**src/rtl/mult_div_unit.sv**
```systemverilog
// Sequential multiply/divide unit: signed/unsigned shift-add multiply and restoring
// divide, one iteration per clock, fixed latency of WIDTH+2 cycles per operation.
module mult_div_unit #(
    parameter int unsigned WIDTH = 32
) (
    input  logic             Clk,
    input  logic             Reset,
    input  logic             Start,
    input  logic [1:0]       Op,
    input  logic [WIDTH-1:0] A,
    input  logic [WIDTH-1:0] B,
    output logic             Busy,
    output logic             Done,
    output logic             DivZero,
    output logic [WIDTH-1:0] Hi,
    output logic [WIDTH-1:0] Lo
);

    localparam int unsigned CntW = $clog2(WIDTH);

    typedef enum logic [1:0] {StIdle, StPrep, StCalc, StFix} state_e;

    state_e            state_q;
    logic [1:0]        op_q;       // [1]: divide, [0]: unsigned
    logic [WIDTH-1:0]  a_q, b_q;
    logic [WIDTH-1:0]  acc_q;      // upper product half / partial remainder
    logic [WIDTH-1:0]  mq_q;       // multiplier / dividend shifting into quotient
    logic [WIDTH-1:0]  mb_q;       // multiplicand / divisor magnitude
    logic [CntW-1:0]   cnt_q;
    logic              neg_lo_q;   // product or quotient must be negated
    logic              neg_hi_q;   // remainder must be negated

    logic              is_signed;
    logic [WIDTH-1:0]  a_mag, b_mag;
    logic              b_zero;
    logic [WIDTH:0]    add_sum;
    logic [WIDTH:0]    rem_shift;
    logic              rem_ge;
    logic [WIDTH-1:0]  acc_step, mq_step;
    logic [2*WIDTH-1:0] prod, prod_fix;
    logic [WIDTH-1:0]  fix_hi, fix_lo;
    logic              last_iter;

    // Operand magnitudes for the PREP step.
    always_comb begin
        is_signed = ~op_q[0];
        a_mag     = (is_signed && a_q[WIDTH-1]) ? -a_q : a_q;
        b_mag     = (is_signed && b_q[WIDTH-1]) ? -b_q : b_q;
        b_zero    = (b_q == '0);
        last_iter = (cnt_q == CntW'(WIDTH - 1));
    end

    // One CALC iteration: shift-add for multiply, restoring shift-subtract for divide.
    always_comb begin
        add_sum   = {1'b0, acc_q} + {1'b0, mb_q};
        rem_shift = {acc_q, mq_q[WIDTH-1]};
        rem_ge    = (rem_shift >= {1'b0, mb_q});
        acc_step  = acc_q;
        mq_step   = mq_q;
        if (op_q[1]) begin
            // Result is below the divisor, so the low WIDTH bits of the difference suffice.
            acc_step = rem_ge ? (rem_shift[WIDTH-1:0] - mb_q) : rem_shift[WIDTH-1:0];
            mq_step  = {mq_q[WIDTH-2:0], rem_ge};
        end else if (mq_q[0]) begin
            acc_step = add_sum[WIDTH:1];
            mq_step  = {add_sum[0], mq_q[WIDTH-1:1]};
        end else begin
            acc_step = {1'b0, acc_q[WIDTH-1:1]};
            mq_step  = {acc_q[0], mq_q[WIDTH-1:1]};
        end
    end

    // Sign correction applied in FIX.
    always_comb begin
        prod     = {acc_q, mq_q};
        prod_fix = neg_lo_q ? -prod : prod;
        if (op_q[1]) begin
            fix_lo = neg_lo_q ? -mq_q : mq_q;
            fix_hi = neg_hi_q ? -acc_q : acc_q;
        end else begin
            fix_hi = prod_fix[2*WIDTH-1:WIDTH];
            fix_lo = prod_fix[WIDTH-1:0];
        end
    end

    // Control FSM with registered outputs and datapath registers.
    always_ff @(posedge Clk) begin
        if (Reset) begin
            state_q  <= StIdle;
            Busy     <= 1'b0;
            Done     <= 1'b0;
            DivZero  <= 1'b0;
            Hi       <= '0;
            Lo       <= '0;
            op_q     <= '0;
            a_q      <= '0;
            b_q      <= '0;
            acc_q    <= '0;
            mq_q     <= '0;
            mb_q     <= '0;
            cnt_q    <= '0;
            neg_lo_q <= 1'b0;
            neg_hi_q <= 1'b0;
        end else begin
            Done    <= 1'b0;
            DivZero <= 1'b0;
            case (state_q)
                StIdle: begin
                    if (Start) begin
                        op_q    <= Op;
                        a_q     <= A;
                        b_q     <= B;
                        Busy    <= 1'b1;
                        state_q <= StPrep;
                    end
                end
                StPrep: begin
                    if (op_q[1] && b_zero) begin
                        // Divide by zero: report immediately, leave Hi/Lo untouched.
                        Done    <= 1'b1;
                        DivZero <= 1'b1;
                        Busy    <= 1'b0;
                        state_q <= StIdle;
                    end else begin
                        mq_q     <= op_q[1] ? a_mag : b_mag;
                        mb_q     <= op_q[1] ? b_mag : a_mag;
                        acc_q    <= '0;
                        cnt_q    <= '0;
                        neg_lo_q <= is_signed & (a_q[WIDTH-1] ^ b_q[WIDTH-1]);
                        neg_hi_q <= is_signed & a_q[WIDTH-1];
                        state_q  <= StCalc;
                    end
                end
                StCalc: begin
                    acc_q <= acc_step;
                    mq_q  <= mq_step;
                    cnt_q <= cnt_q + CntW'(1);
                    if (last_iter) begin
                        state_q <= StFix;
                    end
                end
                StFix: begin
                    Hi      <= fix_hi;
                    Lo      <= fix_lo;
                    Done    <= 1'b1;
                    Busy    <= 1'b0;
                    state_q <= StIdle;
                end
                default: state_q <= StIdle;
            endcase
        end
    end

endmodule

```
**config.mk**
```make
export PLATFORM = sky130hd
export DESIGN_NAME = mult_div_unit
export DESIGN_NICKNAME = d
export VERILOG_FILES = /design/src/rtl/mult_div_unit.sv
export SDC_FILE = /design/constraint.sdc
export NUM_CORES = 1
export LEC_CHECK = 0
export BUFFER_PORTS_ARGS = -buffer_cell sky130_fd_sc_hd__buf_2
export CAP_MARGIN = 0
export CORE_MARGIN = 1.5
export CORE_UTILIZATION = 55
export CTS_BUF_LIST = sky130_fd_sc_hd__clkbuf_4
export CTS_CLUSTER_DIAMETER = 100
export DETAILED_ROUTE_END_ITERATION = 8
export PLACE_DENSITY = 0.74
export SETUP_SLACK_MARGIN = 0.02
export SLEW_MARGIN = 20
export SYNTH_ARGS = -nofsm -noshare
export SYNTH_HDL_FRONTEND = slang
export SYNTH_SLANG_ARGS = --single-unit
```
**constraint.sdc**
```tcl
create_clock -name Clk -period 5.95 [get_ports Clk]
set_input_delay 1.785 -clock Clk [delete_from_list [all_inputs] [get_ports Clk]]
set_output_delay 1.785 -clock Clk [all_outputs]
set_load 0.01 [all_outputs]
```
==> results of run 1 <==
[cell families (layout without fill, tap and decap cells)]
kind of cell | Yosys count | after routing
DFF | 238 | 238
buffers and inverters | 204 | 331
xor gates and xnor gates | 172 | 172
adders and majority gates | 77 | 77
AOI/OAI and AO/OA | 575 | 575
and+or+nand+nor | 748 | 748
other | 0 | 1
muxes | 96 | 96
[final cells by class]
class | instances | area share
Multi-Input combinational cell | 1668 | 0.604
Sequential cell | 238 | 0.265
Timing Repair Buffer | 154 | 0.0458
Clock buffer | 96 | 0.0400
Tap cell | 384 | 0.0267
Inverter | 63 | 0.0131
Clock inverter | 18 | 0.00597
Antenna cell | 1 | 0.000139
[cell usage in the layout, fill, tap and decap left out, drive strengths merged, types with 11 or more instances in the layout]
cell type  instances
nand2            295
dfxtp            238
nor2             230
a21oi            195
buf              154
o21ai            105
xor2              96
clkbuf            96
xnor2             76
ha                75
inv               64
mux2i             57
nor3              56
a211oi            53
a21o              39
mux4              29
o211ai            28
o31ai             28
nand2b            23
nor2b             21
nor4              19
a31oi             17
o22ai             17
nand3             16
or3               16
clkinv            14
nand4             13
a22o              12
a22oi             12
or4               11
[state kept, by name (all words and copies together), names as in the netlist, named ones only]
name and flops:
mq_q 32, Lo 32, a_q 32, b_q 32
op_q 2, Busy 1, Done 1, DivZero 1
state_q 1, Hi 32, neg_hi_q 1, mb_q 32
acc_q 32, neg_lo_q 1, cnt_q 5
[final timing paths]
check | endpoint | slack (ps) | from | depth (start not counted)
max reg2reg | acc_q[2] | 1670 | b_q[2] | 9
min reg2reg | Hi[25] | 480 | Hi[25] | 2
max | acc_q[2] | 1670 | b_q[2] | 9
min | Hi[25] | 480 | Hi[25] | 2
[metrics by stage]
stage	utilization	total power (uW)	hold WS [ps]	instances
6_report	0.621	5490	476	2622
5_1_grt	0.621	5790	500	2622
4_1_cts	0.621	5470	473	2621
3_5_place_dp	0.592	3940	463	2507
3_3_place_gp	0.592	3920	459	2507
2_1_floorplan	-	3360	449	2110
[routing by layer]
metal / global-route usage / vias to the layer above
met4: 0.244 / 0
met3: 0.0582 / 210
li1: - / 7711
met1: 0.413 / 7508
met2: 0.552 / 734
met5: 0 / -
[report_power, final]
group / leakage (uW) / internal [uW] / switching [uW] / total, uW
Combinational: 0.00534 / 760 / 1290 / 2050
Clock: 0.000488 / 785 / 739 / 1520
Sequential: 0.00194 / 1720 / 201 / 1920
Total: 0.00777 / 3260 / 2220 / 5490
[worst reg2reg max path, cell delays in order, from the launching register on]
cell,delay [ps]
sky130_fd_sc_hd__dfxtp_1,360
sky130_fd_sc_hd__nor4_1,660
sky130_fd_sc_hd__nand3_1,300
sky130_fd_sc_hd__nor4_1,610
sky130_fd_sc_hd__nand4_1,430
sky130_fd_sc_hd__o21a_2,480
sky130_fd_sc_hd__nor2_2,850
sky130_fd_sc_hd__buf_4,350
sky130_fd_sc_hd__a22oi_1,100
sky130_fd_sc_hd__o21ai_0,80
==> flow_results.org, run 1 <==
** Status
- Result of the run :: finished clean

** Clock tree
- Gates resized during post-CTS repair numbered 0.
- Buffers added to address setup during post-CTS repair amount to 0.
- CTS tree :: built
- Insertion delay of the later-clocked pin in the worst-skew pair :: 710 ps
- Worst-path clk slew :: 60 ps
- TritonCTS Buffers :: 68
- H-tree level count :: 3
- Hold-fix buffer count after cts :: 0
- Clock tree buffer depth :: 3
- Number of clock sinks :: 238
- Clock root buffer :: sky130_fd_sc_hd__clkbuf_4

** Timing
- Setup tns final :: 0 ps
- Final clock period utilization by the worst path :: 0.720
- Number of setup violations in the final report :: 0
- Clock skew on the completed layout was measured at 55.3 ps.
- The hold violation total from the final report came to 0.
- Post-route minimum period :: 4280 ps
- Setup repair after global routing left no endpoint under its margin.
- PnR worst setup slack :: 1670 ps
- Max Slew Vio Count :: 0
- Max Fclk :: 234 MHz
- Worst slew pin tran :: 1010 ps
- Max-Slew Margin vs Limit :: 0.326

** Synth
- Of the synthesized area, sequential elements account for 0.291.
- Synth cell count leaders :: sky130_fd_sc_hd__nand2_1 (295), sky130_fd_sc_hd__dfxtp_1 (238), sky130_fd_sc_hd__nor2_1 (230), sky130_fd_sc_hd__a21oi_1 (195), sky130_fd_sc_hd__clkbuf_1 (126)
- By instance count, the leading cell after synthesis is sky130_fd_sc_hd__nand2_1.
- After synthesis, the share of flip-flops with an asynchronous set or reset is 0.
- The synthesized design contains 238 register bits.
- During synthesis, Yosys emitted a total of 0 warnings.
- After synthesis, the netlist uses 69 different library cells.
- Cell types with the largest area share after synthesis :: sky130_fd_sc_hd__dfxtp_1 (29%), sky130_fd_sc_hd__nand2_1 (6.8%), sky130_fd_sc_hd__a21oi_1 (6.0%)
- Post-synthesis cell type with the largest combined area :: sky130_fd_sc_hd__dfxtp_1
- Most used DFF post-synth :: sky130_fd_sc_hd__dfxtp_1
- The cell area that synthesis handed to floorplanning was 16400 sq um.
- Post-synth EDFFs :: 0
- Post-synth top area share :: 0.291
- Area fraction in and, or, nand and nor cells after synthesis :: 0.205
- The compound-gate portion of the synthesized area was 0.223.
- Xor-xnor portion of the synthesized cell area :: 0.0920
- Share of cell area taken by muxes after synthesis :: 0.0816
- After technology mapping, the gate count stands at 2110.
- Fraction of the mapped netlist area in adder cells :: 0.0598
- Post-Synthesis Mean Instance Area :: 7.76 sq um
- The number of nets in the synthesized netlist is 2256.
- Largest family of logic cells by synthesized area :: compound AO/OA/AOI/OAI gates

** Final layout
- Filler Cells Inserted :: 2662
- Final non-filler cell area :: 18000 sq um
- The sequential cells in the finished layout cover a total of 4770 sq um.
- The net count of the finished layout is 2339.
- From synthesis to final layout, the design area changed by 10.1%.
- Layout cell share with drive strength beyond 1 :: 0.143
- Multi-input gate area in the final layout :: 10900 sq um

** Die
- Core area :: 29000 sq um
- In this run the count of I/O pins placed on the die edge is 136.
- In this run the vertical extent of the chip is 176 microns.
- The floorplan has 62 rows.
- Starting Density :: 0.564
- DIE AREA :: 30800 sq um
- The die is 176 microns wide.

** Worst setup path
- Critical path's top delay family :: simple AND/OR/NAND/NOR gates
- Cell breakdown of the critical path :: nor4_1 > nand3_1 > nor4_1 > nand4_1 > o21a_2 > nor2_2 > buf_4 > a22oi_1 > o21ai_0
- Data arrives at the worst endpoint at 4900 ps.
- The critical path in this run is classified as register to register.
- Crit path buffers/inverters :: 1
- The most numerous cell type found on the critical path is sky130_fd_sc_hd__nor4_1.
- Among all stages on the critical path, the largest delay is contributed by sky130_fd_sc_hd__nor2_2.
- Kind of start point of the critical path :: register
- In this run the worst path has a maximum fanout of 32.
- Data on the critical path is required at its endpoint by 6560 ps.
- The largest single stage delay on the critical path is 840 ps.
- STA classifies the critical path endpoint as a register.

** Detailed routing
- Summed over all layers, the routed wires come to 52900 microns.
- For this run, design rule violations remaining after detail routing come to 0.
- Routed WL per cell :: 20.2 microns
- Met1 Wirelength :: 20800 microns
- Number of routed nets with antenna violations :: 0
- In the detailed route, the total length drawn on met3 is 4140 microns.
- Number of iterations in the first detailed-routing pass :: 5
- Across all layers, the routed design uses 16200 vias.
- Iteration-0 DRC Markers :: 1566
- In this run the top signal layer used is met4.
- Met2 WL :: 24100 microns
- Average via count per standard cell :: 6.16

** Global route
- Congestion Overflow GR :: 0
- The number of global-route vias before repair came to 15100.
- Entering global routing, the biggest net connects 95 pins.
- The number of antenna violations at the first check in global routing came to 2.
- Global-route wire length before repair :: 82500 microns
- In the global route stage, overall resource usage came out at 0.342.

** Worst hold path
- Hold Crit Class :: register to register

** Run
- Max Cap Viol :: 0

** Placed design
- Total placed instance area :: 17200 sq um
- Port bufs :: 135
- OpenSTA, run right after detailed placement, puts the worst setup slack at 1580 ps.
- After legalization and detailed placement, the total HPWL measured 39100 microns.
- Final GP Congestion :: 1.02

** Power
- Power Dens Cells :: 304 nW/um^2
- The worst-case IR drop observed on VDD is 0.201 mV.
- The analysis attributes to cell leakage a power of 0.00777 uW.
No activity file was read; power rests on OpenSTA's default activity.
==> inputs of run 2 (changes only) <==
--- a/config.mk
+++ b/config.mk
@@ -12,7 +12,7 @@
 export CTS_BUF_LIST = sky130_fd_sc_hd__clkbuf_4
 export CTS_CLUSTER_DIAMETER = 100
 export DETAILED_ROUTE_END_ITERATION = 8
-export PLACE_DENSITY = 0.74
+export PLACE_DENSITY = 0.77
 export SETUP_SLACK_MARGIN = 0.02
 export SLEW_MARGIN = 20
 export SYNTH_ARGS = -nofsm -noshare
==> constraint.sdc (replaced) <==
create_clock -name Clk -period 3.6 [get_ports Clk]
set_input_delay 1.08 -clock Clk [delete_from_list [all_inputs] [get_ports Clk]]
set_output_delay 1.08 -clock Clk [all_outputs]
set_load 0.01 [all_outputs]
==> flow_results.org, run 2 (synthesized netlist as in run 1, its figures left out) <==
** Detailed routing
- Number of iterations in the first detailed-routing pass :: 6
- Dividing the detail-routed via count by the number of cells gives 6.13.
- Drc violations :: 0
- Wire length after detailed routing :: 54100 microns
- Once detail routing completed, the nets flagged for antenna violations numbered 0.
- Total number of vias :: 16500
- In this run, the number of DRC markers left after iteration 0 of detailed routing was 1588.
- Routed WL per cell :: 20.2 microns

** Worst setup path
- Crit path buffers/inverters :: 1
- CP Max Fanout :: 10
- Kind of critical path :: register to register
- Kind of start point of the critical path :: register
- Grouping stages by cell kind, the critical path spends the most delay in simple AND/OR/NAND/NOR gates.
- The largest individual stage delay along the critical path comes from the cell sky130_fd_sc_hd__or4_4.
- Traced cell by cell, the critical path runs through or4_4 > or3_4 > or4b_4 > or3_1 > o31ai_4 > buf_4 > o21ai_0 > xnor2_1 > o22ai_1.
- CP arrival :: 3960 ps
- For this run, the slowest stage of the critical path takes 510 ps.
- CP Data Required Time :: 4130 ps
- The worst setup path is captured at a register.

** Final layout
- Signed area change from the synthesized netlist to the final layout :: 13.3%
- The library cell used most frequently in the layout, excluding fill and tap cells, is sky130_fd_sc_hd__nand2_1.
- The library cells used most frequently in the layout, excluding fill and tap cells, are sky130_fd_sc_hd__nand2_1 (294), sky130_fd_sc_hd__dfxtp_1 (237), sky130_fd_sc_hd__nor2_1 (229), sky130_fd_sc_hd__a21oi_1 (195), sky130_fd_sc_hd__buf_2 (134).
- Of the cells placed in the final design, the portion with a size suffix greater than 1 is 0.167.
- Count of nets after finishing :: 2403

** Timing
- The hold violation total from the final report was 0.
- Max Fclk :: 291 MHz
- Post-route minimum period :: 3430 ps
- On the final layout, the worst clock skew is 75.6 ps.
- Setup violations remaining at the end of the flow were counted as 0.
- For the final routed database, the setup TNS stands at 0 ps.
- Unrepaired setup endpoints after global routing :: no
- Final clock period utilization by the worst path :: 0.953
- In this run the tightest slew margin relative to its limit is 0.376.
- Max Slew Vio Count :: 0
- Worst slew pin tran :: 936 ps

** Placed design
- Final GP Congestion :: 1.04
- Once detailed placement completed, the half-perimeter wirelength came to 40700 microns.
- Port bufs :: 135

** Global route
- Across every metal layer, demand over resource in global routing totals 0.350.
- Largest net degree at the start of global routing :: 168
- Initial antenna violation count :: 3
- Congestion Overflow GR :: 0
- Global-route wire length before repair :: 84800 microns
- The number of global-route vias before repair is 15700.

** Clock tree
- Total of cells resized after clock tree synthesis :: 0
- Clock tree synthesis selected as its root buffer the cell sky130_fd_sc_hd__clkbuf_4.
- Number of clock sinks :: 238
- The clock reaches the later pin of the worst-skew pair after 700 ps.
- Once the clock tree was built, the setup fixing pass inserted 0 buffers.
- In this run the number of H-tree levels came out at 3.
- Counting along the longest clock path gives a buffer depth of 3.
- Worst-path clk slew :: 60 ps
- TritonCTS built the clock tree.
- Hold repair after CTS inserted 0 buffers.
- Clock tree synthesis inserted a total of 67 buffers.

** Die
- For this configuration, the core starts out at a cell density of 0.564.
- Chip Width :: 176 microns
- The floorplan step defined a core boundary enclosing 29000 sq um.
- In this run the core area contains 62 standard-cell rows.
- IO Count :: 136
- The die covers 30800 sq um.
- Die height :: 176 microns

** Power
- Maximum ir drop on the vdd rail :: 0.293 mV
- Final Power :: 9260 uW
- Power Dens Cells :: 499 nW/um^2
- Leakage power summed over all cells :: 0.00811 uW

** Worst hold path
- The tightest min-delay check is of the register to register type.

** Status
- Result of the run :: finished clean

** Run
- The tool flagged a number of max-cap violations equal to 0.
-- run 2: worst register-to-register path: stages (launching register included) --
cell,delay (ps)
sky130_fd_sc_hd__dfxtp_1,360
sky130_fd_sc_hd__or4_4,510
sky130_fd_sc_hd__or3_4,370
sky130_fd_sc_hd__or4b_4,500
sky130_fd_sc_hd__or3_1,470
sky130_fd_sc_hd__o31ai_4,410
sky130_fd_sc_hd__buf_4,230
sky130_fd_sc_hd__o21ai_0,130
sky130_fd_sc_hd__xnor2_1,200
sky130_fd_sc_hd__o22ai_1,110
-- run 2: final timing paths --
kind	from	end	slack, ps	cells after the start
worst max register to register	mq_q[20]	Hi[13]	170	9
worst min register to register	Hi[17]	Hi[17]	480	2
worst max-delay path	mq_q[20]	Hi[13]	170	9
worst min-delay path	Hi[17]	Hi[17]	480	2
-- run 2: power by group --
| group | leakage [uW] | internal, uW | switching, uW |
|---|---|---|---|
| Combinational | 0.00569 | 1370 | 2250 |
| Sequential | 0.00194 | 2840 | 273 |
| Clock | 0.000487 | 1340 | 1190 |
-- run 2: through the flow --
step	hold slack [ps]	utilization	setup WS, ps	instances	cell area [sq um]
finish	477	0.639	168	2685	18500
global route	491	0.639	39.5	2684	18500
CTS	478	0.638	123	2682	18500
detailed placement	468	0.610	180	2571	17700
global placement	458	0.610	281	2571	17700
floorplan	449	-	364	2110	16400
-- run 2: cell type report --
type | instances | area [sq um]
antenna | 2 | 5.00
clock buffer | 94 | 706
clock inverter | 17 | 129
fill | 2648 | 10500
inverter | 63 | 236
multi-input combinational | 1668 | 10900
sequential | 238 | 4770
tap | 384 | 480
timing repair buffer | 219 | 1350
-- run 2: per-layer routing --
layer	wire length, microns	share of wire	up-vias	GRT usage
met5	13	0.00024	-	0
met4	3840	0.071	2	0.234
met3	3510	0.065	196	0.0491
met2	25200	0.47	724	0.583
met1	21600	0.40	7698	0.421
li1	-	-	7842	-
